File: src/rtl/uart_cmd_parser.sv
// Parses a snapshotted "KEY=DECIMAL" payload one byte per clock; `UART_CMD_NEG_EN enables a leading '-'.
// Result pulse in cycle L+1 (t+1 when CR/LF sits at byte t); rx_done while busy is dropped with cmd_drop.
module uart_cmd_parser #(
  parameter int MAX_BYTES = 137,
  parameter int VALUE_W   = 32
) (
  input  logic                   sys_clk,
  input  logic                   sys_rst_n,
  input  logic [8*MAX_BYTES-1:0] rx_string,
  input  logic [7:0]             rx_length,
  input  logic                   rx_done,
  output logic                   parse_busy,
  output logic [7:0]             cmd_key,
  output logic [VALUE_W-1:0]     cmd_value,
  output logic                   cmd_neg,
  output logic                   cmd_vld,
  output logic                   cmd_err,
  output logic [2:0]             err_code,
  output logic                   cmd_drop
);

  typedef enum logic [2:0] {IDLE, KEY, EQ, DIGIT, DONE, ERR} state_t;

  localparam int ACC_W = VALUE_W + 4;
  localparam logic [ACC_W-1:0] LIM_POS = {4'b0, {VALUE_W{1'b1}}};
`ifdef UART_CMD_NEG_EN
  localparam logic [ACC_W-1:0] LIM_NEG = {4'b0, 1'b1, {(VALUE_W-1){1'b0}}};
`endif
  localparam logic [ACC_W-1:0] TEN     = ACC_W'(10);

  localparam logic [2:0] E_LEN   = 3'd1;
  localparam logic [2:0] E_KEY   = 3'd2;
  localparam logic [2:0] E_EQ    = 3'd3;
  localparam logic [2:0] E_DIGIT = 3'd4;
  localparam logic [2:0] E_OVF   = 3'd5;
  localparam logic [2:0] E_EMPTY = 3'd6;

  state_t                   state_q, state_d;
  logic [8*MAX_BYTES-1:0]   snap_q, snap_d;
  logic [7:0]               len_q, len_d;
  logic [7:0]               idx_q, idx_d;
  logic [VALUE_W-1:0]       acc_q, acc_d;
  logic                     dig_q, dig_d;
  logic [7:0]               key_q, key_d;
  logic [7:0]               cmd_key_q, cmd_key_d;
  logic [VALUE_W-1:0]       cmd_value_q, cmd_value_d;
  logic [2:0]               err_code_q, err_code_d;
`ifdef UART_CMD_NEG_EN
  logic                     neg_q, neg_d;
  logic                     cmd_neg_q, cmd_neg_d;
`endif

  logic [7:0]       cur_b, nxt_b;
  logic             last_b;
  logic [ACC_W-1:0] prod, lim;
  logic [2:0]       err_c;

  function automatic logic is_term(input logic [7:0] b);
    return (b == 8'h0D) || (b == 8'h0A);
  endfunction

  // The snapshot shifts down one byte per step, so the byte under test is always at the bottom.
  assign cur_b  = snap_q[7:0];
  assign nxt_b  = snap_q[15:8];
  assign last_b = (idx_q == len_q - 8'd1);
  assign prod   = {4'b0, acc_q} * TEN + {{(ACC_W-4){1'b0}}, cur_b[3:0]};
`ifdef UART_CMD_NEG_EN
  assign lim    = neg_q ? LIM_NEG : LIM_POS;
`else
  assign lim    = LIM_POS;
`endif

  always_comb begin
    state_d     = state_q;
    snap_d      = snap_q;
    len_d       = len_q;
    idx_d       = idx_q;
    acc_d       = acc_q;
    dig_d       = dig_q;
    key_d       = key_q;
    cmd_key_d   = cmd_key_q;
    cmd_value_d = cmd_value_q;
    err_code_d  = err_code_q;
    err_c       = 3'd0;
`ifdef UART_CMD_NEG_EN
    neg_d       = neg_q;
    cmd_neg_d   = cmd_neg_q;
`endif

    unique case (state_q)
      IDLE: begin
        if (rx_done) begin
          snap_d = rx_string;
          len_d  = rx_length;
          idx_d  = 8'd0;
          acc_d  = '0;
          dig_d  = 1'b0;
`ifdef UART_CMD_NEG_EN
          neg_d  = 1'b0;
`endif
          if (rx_length < 8'd3 || int'(rx_length) > MAX_BYTES) err_c = E_LEN;
          else state_d = KEY;
        end
      end
      KEY: begin
        if (cur_b inside {[8'h41:8'h5A]}) key_d = cur_b;
        else if (cur_b inside {[8'h61:8'h7A]}) key_d = cur_b - 8'h20;
        else err_c = E_KEY;
        state_d = EQ;
        snap_d  = snap_q >> 8;
        idx_d   = 8'd1;
      end
      EQ: begin
        if (cur_b != 8'h3D) err_c = E_EQ;
        state_d = DIGIT;
        snap_d  = snap_q >> 8;
        idx_d   = 8'd2;
      end
      DIGIT: begin
        if (cur_b inside {[8'h30:8'h39]}) begin
          if (prod > lim) begin
            err_c = E_OVF;
          end else begin
            acc_d = prod[VALUE_W-1:0];
            dig_d = 1'b1;
            // Peeking at the next byte lets a terminator finish the command without its own cycle.
            if (last_b || is_term(nxt_b)) begin
              state_d = DONE;
            end else begin
              snap_d = snap_q >> 8;
              idx_d  = idx_q + 8'd1;
            end
          end
        end else if (is_term(cur_b)) begin
          if (dig_q) state_d = DONE;
          else err_c = E_EMPTY;
        end
`ifdef UART_CMD_NEG_EN
        else if (cur_b == 8'h2D && idx_q == 8'd2) begin
          neg_d = 1'b1;
          if (last_b) begin
            err_c = E_EMPTY;
          end else begin
            snap_d = snap_q >> 8;
            idx_d  = idx_q + 8'd1;
          end
        end
`endif
        else begin
          err_c = E_DIGIT;
        end
      end
      DONE:    state_d = IDLE;
      ERR:     state_d = IDLE;
      default: state_d = IDLE;
    endcase

    if (err_c != 3'd0) begin
      state_d    = ERR;
      err_code_d = err_c;
    end
    if (state_d == DONE) begin
      cmd_key_d   = key_q;
      cmd_value_d = acc_d;
`ifdef UART_CMD_NEG_EN
      cmd_neg_d   = neg_d;
`endif
    end
  end

  always_ff @(posedge sys_clk or negedge sys_rst_n) begin
    if (!sys_rst_n) begin
      state_q     <= IDLE;
      snap_q      <= '0;
      len_q       <= '0;
      idx_q       <= '0;
      acc_q       <= '0;
      dig_q       <= 1'b0;
      key_q       <= '0;
      cmd_key_q   <= '0;
      cmd_value_q <= '0;
      err_code_q  <= '0;
`ifdef UART_CMD_NEG_EN
      neg_q       <= 1'b0;
      cmd_neg_q   <= 1'b0;
`endif
    end else begin
      state_q     <= state_d;
      snap_q      <= snap_d;
      len_q       <= len_d;
      idx_q       <= idx_d;
      acc_q       <= acc_d;
      dig_q       <= dig_d;
      key_q       <= key_d;
      cmd_key_q   <= cmd_key_d;
      cmd_value_q <= cmd_value_d;
      err_code_q  <= err_code_d;
`ifdef UART_CMD_NEG_EN
      neg_q       <= neg_d;
      cmd_neg_q   <= cmd_neg_d;
`endif
    end
  end

  assign parse_busy = (state_q != IDLE);
  assign cmd_vld    = (state_q == DONE);
  assign cmd_err    = (state_q == ERR);
  assign cmd_drop   = rx_done && (state_q != IDLE);
  assign cmd_key    = cmd_key_q;
  assign cmd_value  = cmd_value_q;
  assign err_code   = err_code_q;
`ifdef UART_CMD_NEG_EN
  assign cmd_neg    = cmd_neg_q;
`else
  assign cmd_neg    = 1'b0;
`endif

endmodule

File: config.mk
export PLATFORM = sky130hd
export DESIGN_NAME = uart_cmd_parser
export DESIGN_NICKNAME = d
export VERILOG_FILES = /design/src/rtl/uart_cmd_parser.sv
export SDC_FILE = /design/constraint.sdc
export NUM_CORES = 2
export LEC_CHECK = 0
export CAP_MARGIN = 10
export CORE_AREA = 2 2 455 457
export CTS_CLUSTER_DIAMETER = 120
export CTS_CLUSTER_SIZE = 28
export DETAILED_ROUTE_END_ITERATION = 16
export DIE_AREA = 0 0 457 459
export PLACE_DENSITY = 0.57
export SLEW_MARGIN = 20
export SYNTH_ARGS = -nofsm -noshare
export SYNTH_HDL_FRONTEND = slang
export SYNTH_SLANG_ARGS = --single-unit
File: constraint.sdc
create_clock -name sys_clk -period 7.32 [get_ports sys_clk]
set_input_delay 1.464 -clock sys_clk [delete_from_list [all_inputs] [get_ports sys_clk]]
set_output_delay 1.464 -clock sys_clk [all_outputs]
set_load 0.03 [all_outputs]
# Yosys cells after proc, flatten, opt, wreduce, memory -nomap -nowiden
# Cells that the tools add are included.
classes:
  add_sub_neg: 4
  mul: 1
  order_cmp: 9
  n_eq_ne: 16
  n_mux: 39
  n_reduce_logical: 21
op_table:
  columns: ["cell", "n"]
  rows:
  - ["$mux W1096", 4]
  - ["$pmux W1096 S3", 1]
  - ["$mux W32", 3]
  - ["$pmux W32 S2", 1]
  - ["$mux W8", 6]
  - ["$add A36 B4 Y36", 1]
  - ["$gt A36 B32 Y1 const B", 1]
  - ["$mux W3", 12]
  - ["$mul A32 B3 Y35 const B", 1]
  - ["$eq A8 B4 Y1 const B", 4]
  - ["$pmux W8 S4", 1]
  - ["$pmux W3 S4", 2]
  - ["$ge A8 B7 Y1 const B", 2]
  - ["$le A8 B7 Y1 const B", 2]
  - ["$reduce_and A5 Y1", 2]
  - ["$eq A3 B3 Y1 const B", 3]
  - ["$reduce_bool A3 Y1", 3]
  - ["$add A8 B1 Y8 const B", 1]
  - ["$eq A8 B8 Y1", 1]
  - ["$ge A8 B6 Y1 const B", 1]
  - ["$gt A8 B8 Y1 const B", 1]
  - ["$le A8 B6 Y1 const B", 1]
  - ["$lt A8 B2 Y1 const B", 1]
  - ["$ne A2 B2 Y1 const B", 4]
  - ["other kinds (16)", 31]
totals:
  reg_bits: 1199
  out_inout_bits: 48
  word_cells: 100

# Longest topological paths before layout
logic_depth:
  word_depth: 9
  mapped_depth: 22
  depth_no_buf: 16

# Least setup slack after synthesis
# OpenSTA, ideal clock, no wires.
synth_path:
  path_type: "flip-flop to flip-flop"
  start: "register acc_q[1]"
  end: "register cmd_key_q[7], in the netlist cmd_key[7]"
  setup_ns: 0.125
  arrival_ns: 4.684
  setup_slack_ns: 2.512
  stages_incl_launch_ff: 17
  path_buffers: 1
  synth_period_minus_slack_ns: 4.808
  path_cell_list: "dfrtp_1 -> ha_1 -> ha_1 -> inv_1 -> fa_1 -> xnor2_1 -> or3b_1 -> or4b_1 -> nor3_1 -> and4bb_1 -> and4b_1 -> o2111a_1 -> o221a_2 -> a21boi_0 -> nor3_2 -> buf_2 -> mux2_2"
synth_via:
  elab_chain_len: 9
  word_cells_on_any_way: 12
synth_rtl:
  columns: ["element", "line_no", "source"]
  rows:
  - ["from (decl)", "42", "logic [VALUE_W-1:0] acc_q, acc_d;"]
  - ["from (signal assigned)", "177", "acc_q <= '0;"]
  - ["from (signal assigned)", "192", "acc_q <= acc_d;"]
  - ["$mul A32 B3 Y35 *", "66", "assign prod = {4'b0, acc_q} * TEN + {{(ACC_W-4){1'b0}}, cur_b[3:0]};"]
  - ["$add A36 B4 Y36 *", "66", null]
  - ["$gt A36 B32 Y1 *", "121", "if (prod > lim) begin"]
  - ["$mux W3", "121", null]
  - ["$mux W3", "120", "if (cur_b inside {[8'h30:8'h39]}) begin"]
  - ["$pmux W3 S4", "90", "unique case (state_q)"]
  - ["$reduce_bool A3 Y1", "158", "if (err_c != 3'd0) begin"]
  - ["$mux W3 *", "158", null]
  - ["$eq A3 B3 Y1 *", "162", "if (state_d == DONE) begin"]
  - ["to (signal assigned)", "195", "cmd_key_q <= cmd_key_d;"]
  - ["to (decl)", "45", "logic [7:0] cmd_key_q, cmd_key_d;"]
# Every way passes the cells marked *; elsewhere a longest branch is shown, timed or not.
# A chain may end at the register's enable or synchronous reset.

# Worst setup path in the final report
layout_path:
  start: "register acc_q[1]"
  end: "register snap_q[97]"
layout_via:
  elab_chain_len: 5
layout_rtl:
  columns: ["element", "line_no", "source"]
  rows:
  - ["$mul A32 B3 Y35", "66", null]
  - ["$add A36 B4 Y36", "66", null]
  - ["$gt A36 B32 Y1", "121", null]
  - ["$ne A2 B2 Y1 (no line)", null, null]
  - ["$reduce_and A5 Y1 (no line)", null, null]
  - ["to (signal assigned)", "189", "snap_q <= snap_d;"]
  - ["to (decl)", "39", "logic [8*MAX_BYTES-1:0] snap_q, snap_d;"]
# Every way passes these cells.

==> metrics.txt <==
# TYPE chip_impl_metric gauge
chip_impl_info{name="run_status",value="completed"} 1
chip_impl_metric{name="drc",unit=""} 0
chip_impl_metric{name="worst-slew-pin-transition",unit="ps"} 1050
chip_impl_metric{name="start_util",unit="%"} 28.0
chip_impl_metric{name="max-slew-margin-rel",unit="%"} 29.8
chip_impl_metric{name="synth_seq_cells",unit=""} 1199
chip_impl_metric{name="report.final.setup_viol",unit=""} 0
chip_impl_metric{name="total_power",unit="W"} 0.0292
chip_impl_metric{name="wl",unit="um"} 205000
chip_impl_info{name="critical-path-slowest-cell",value="sky130_fd_sc_hd__nor4bb_1"} 1
chip_impl_metric{name="layout.nets",unit=""} 7671
chip_impl_metric{name="async_reset_ff_share",unit="%"} 100
chip_impl_metric{name="skew",unit="ps"} 50.6
chip_impl_metric{name="mappedNetlistArea",unit="um^2"} 57500
chip_impl_info{name="timing.hold.worst.class",value="reg2reg"} 1
chip_impl_metric{name="dp.cells",unit=""} 9144
chip_impl_info{name="cpLargestDelayFamily",value="compound AO/OA/AOI/OAI gates"} 1
chip_impl_metric{name="drive_above_1_share",unit="%"} 3.24
chip_impl_metric{name="cts.sink_count",unit=""} 1199
chip_impl_metric{name="grt_usage",unit="%"} 19.0
chip_impl_metric{name="hold_violations",unit=""} 0
chip_impl_metric{name="vdd_ir_drop_max",unit="uV"} 359
chip_impl_info{name="critical_path_class",value="reg2reg"} 1
chip_impl_metric{name="sequential_cell_area",unit="um^2"} 30000
chip_impl_info{name="cts_tree",value="done"} 1
chip_impl_metric{name="cts_buffers",unit=""} 52
chip_impl_metric{name="insertion_delay_of_the_later_clocked_pin_in_the_worst_skew_pair",unit="ps"} 740
chip_impl_metric{name="number_of_global_route_vias_before_repair",unit=""} 43400
chip_impl_metric{name="fp.dieArea",unit="um^2"} 210000
chip_impl_metric{name="route.vias.total",unit=""} 43400
chip_impl_metric{name="area_growth",unit="%"} 27.2
chip_impl_metric{name="final.period_utilization",unit="%"} 82.5
chip_impl_metric{name="detail_route.wl_per_cell",unit="um"} 22.2
chip_impl_metric{name="cellPowerDensity",unit="nW/um^2"} 398
chip_impl_info{name="endpoint_kind",value="flip-flop"} 1
chip_impl_metric{name="timing.fmax",unit="MHz"} 165
chip_impl_metric{name="syn-num-nets",unit=""} 6794
chip_impl_info{name="synth_flop_cell",value="sky130_fd_sc_hd__dfrtp_1"} 1
chip_impl_metric{name="yosysUniqueCellTypes",unit=""} 71
chip_impl_info{name="clock-root-buffer",value="sky130_fd_sc_hd__clkbuf_16"} 1
chip_impl_metric{name="grt_ovf",unit=""} 0
chip_impl_metric{name="number_of_violations_of_the_max_capacitance_limit",unit=""} 0
chip_impl_metric{name="cts_max_level",unit=""} 2
chip_impl_metric{name="yosysWarningCount",unit=""} 0
chip_impl_metric{name="number_of_optimization_iterations_in_the_first_detailed_route_pass",unit=""} 5
chip_impl_metric{name="multi_input_area",unit="um^2"} 25700
chip_impl_metric{name="antenna_found_initial",unit=""} 126
chip_impl_metric{name="wire_length_of_the_first_global_routing_pass",unit="um"} 298000
chip_impl_metric{name="worst-path-buf-inv",unit=""} 4
chip_impl_metric{name="arrival",unit="ps"} 6640
chip_impl_metric{name="syn_inst",unit=""} 5617
chip_impl_metric{name="grt_start_max_net_pins",unit=""} 204
chip_impl_metric{name="num_rows",unit=""} 167
chip_impl_metric{name="syn_area_cell",unit="um^2"} 10.2
chip_impl_metric{name="filler_cell_count",unit=""} 20800
chip_impl_info{name="crit_path_cell_trace",value="ha_1 -> ha_1 -> inv_1 -> fa_1 -> nor2b_1 -> o31a_1 -> o21ai_1 -> a221oi_1 -> nand4_1 -> nor4bb_1 -> nand4b_1 -> o21a_1 -> o221a_2 -> o221ai_4 -> buf_12 -> buf_12 -> buf_4 -> o21ai_0"} 1
chip_impl_metric{name="dp_hpwl",unit="um"} 159000
chip_impl_metric{name="first_iter_violations",unit=""} 3215
chip_impl_metric{name="die_width",unit="um"} 457
chip_impl_metric{name="placeableCoreArea",unit="um^2"} 206000
chip_impl_metric{name="synth_edf_count",unit=""} 0
chip_impl_metric{name="worst-endpoint-required",unit="ps"} 7910
chip_impl_metric{name="boundaryPins",unit=""} 1155
chip_impl_metric{name="final_sum_of_negative_setup_slack",unit="ps"} 0
chip_impl_metric{name="final_cells",unit=""} 9255
chip_impl_info{name="crit_path_start_kind",value="flip-flop"} 1
chip_impl_metric{name="post_route_antenna_net_violation_count",unit=""} 0
chip_impl_metric{name="cts.path.max_buffers",unit=""} 3
chip_impl_metric{name="fp.dieH",unit="um"} 459
chip_impl_metric{name="via_per_inst",unit=""} 4.69
chip_impl_metric{name="place.gp.congestion",unit=""} 0.880
chip_impl_metric{name="postCtsSetupBuffers",unit=""} 0
chip_impl_metric{name="hold_buffers",unit=""} 0
chip_impl_metric{name="min_period",unit="ps"} 6040
chip_impl_metric{name="power_leakage",unit="nW"} 34.2
chip_impl_info{name="rsz0062_at_grt",value="false"} 1
chip_impl_metric{name="place.port_buffers",unit=""} 1153
chip_impl_metric{name="synth.yosys.seq_area_share",unit="%"} 52.2
chip_impl_metric{name="post_cts.resized_instances",unit=""} 0
chip_impl_metric{name="slew_viol_final",unit=""} 0
chip_impl_metric{name="critPathMaxStageDelay",unit="ps"} 620
chip_impl_metric{name="timing.critical_path.fanout_max",unit=""} 96
chip_impl_metric{name="worst_setup_hold_path_clk_slew",unit="ps"} 110
stage by stage:
stage | setup slack (ps) | hold WS (ps) | cell area, um^2 | utilization (%)
global placement | 1340 | 460 | 71600 | 34.8
detailed placement | 1340 | 469 | 71600 | 34.8
global route | 836 | 512 | 73200 | 35.6
CTS | 1320 | 493 | 73100 | 35.5
floorplan | 2510 | 449 | 57500 | -
finish | 1280 | 486 | 73200 | 35.6
placed cells by master (no fill, tap or decap), drive strengths merged, types with 34 or more instances in the layout:
master / instances
ha: 68
nand2: 1200
diode: 46
nor2: 48
dfrtp: 1199
a21oi: 51
clkbuf: 53
clkdlybuf4s50: 1152
mux2i: 1120
xor2: 34
buf: 75
o21ai: 1143
mux2: 56
registers in the layout, summed over array words and instances (netlist names):
signal and flops:
err_code 3, dig_q 1, cmd_value 32, snap_q 1096
state_q 3, key_q 8, acc_q 32, len_q 8
cmd_key 8, idx_q 8
worst register-to-register path: stages, from the launching register on:
cell	delay, ps
sky130_fd_sc_hd__dfrtp_1	420
sky130_fd_sc_hd__ha_1	290
sky130_fd_sc_hd__ha_1	190
sky130_fd_sc_hd__inv_1	70
sky130_fd_sc_hd__fa_1	400
sky130_fd_sc_hd__nor2b_1	210
sky130_fd_sc_hd__o31a_1	280
sky130_fd_sc_hd__o21ai_1	240
sky130_fd_sc_hd__a221oi_1	530
sky130_fd_sc_hd__nand4_1	220
sky130_fd_sc_hd__nor4bb_1	620
sky130_fd_sc_hd__nand4b_1	350
sky130_fd_sc_hd__o21a_1	290
sky130_fd_sc_hd__o221a_2	340
sky130_fd_sc_hd__o221ai_4	270
sky130_fd_sc_hd__buf_12	200
sky130_fd_sc_hd__buf_12	330
sky130_fd_sc_hd__buf_4	490
sky130_fd_sc_hd__o21ai_0	180
final cells by class:
type	instances	area share, %
Timing Repair Buffer	1227	17.0
Clock buffer	53	1.80
Antenna cell	46	0.157
Sequential cell	1199	41.0
Clock inverter	12	0.243
Tap cell	2704	4.62
Inverter	24	0.123
Multi-Input combinational cell	3990	35.0
where the power goes:
group | internal [W] | switching (W) | total [W]
combinational | 0.00563 | 0.00801 | 0.0136
sequential | 0.00979 | 0.00207 | 0.0119
clock | 0.00134 | 0.00232 | 0.00366
total | 0.0168 | 0.0124 | 0.0292
cells in the mapped netlist, drive strengths merged (28+ instances only):
cell type,n,share of area (%)
ha,68,1.5
xor2,34,0.52
mux2i,1120,19
dfrtp,1199,52
mux2,56,1.1
nand3,28,0.24
buf,153,1.5
clkbuf,251,1.6
nor2,48,0.31
o21ai,1143,9.9
nand2,1200,7.8
a21oi,51,0.44
cells by family (layout without fill, tap and decap cells):
logic type | after synthesis | count (layout) | synth area share (%)
AOI/OAI and AO/OA | 1285 | 1285 | 11.7
xor gates and xnor gates | 55 | 55 | 0.837
adders and majority gates | 70 | 70 | 1.55
buffers and inverters | 428 | 1316 | 3.31
DFF | 1199 | 1199 | 52.2
muxes | 1176 | 1176 | 20.6
other | 1 | 47 | 0.00652
and+or+nand+nor | 1403 | 1403 | 9.87
worst paths after layout:
kind                                     startpoint                       end  slack (ps)  cells after the start
setup / recovery                 acc_q[1]$_DFF_PN0_    snap_q[97]$_DFFE_PN0P_        1280                     18
hold / removal             snap_q[1030]$_DFFE_PN0P_  snap_q[1030]$_DFFE_PN0P_         490                      2
setup reg to reg                 acc_q[1]$_DFF_PN0_    snap_q[97]$_DFFE_PN0P_        1280                     18
hold reg to reg            snap_q[1030]$_DFFE_PN0P_  snap_q[1030]$_DFFE_PN0P_         490                      2
max in group asynchronous                 sys_rst_n   snap_q[151]$_DFFE_PN0P_        4830                      3
min in group asynchronous                 sys_rst_n   snap_q[661]$_DFFE_PN0P_         590                      1
routing by layer:
| metal | vias to the layer above | part of all wire, % | track usage (%) |
|---|---|---|---|
| li1 | 21200 | - | - |
| met1 | 20700 | 41 | 23.3 |
| met2 | 1092 | 48 | 32.1 |
| met3 | 300 | 7.4 | 5.88 |
| met4 | 110 | 2.6 | 5.07 |
| met5 | - | 0.35 | 0 |
Power figures use the tool's default switching activity.
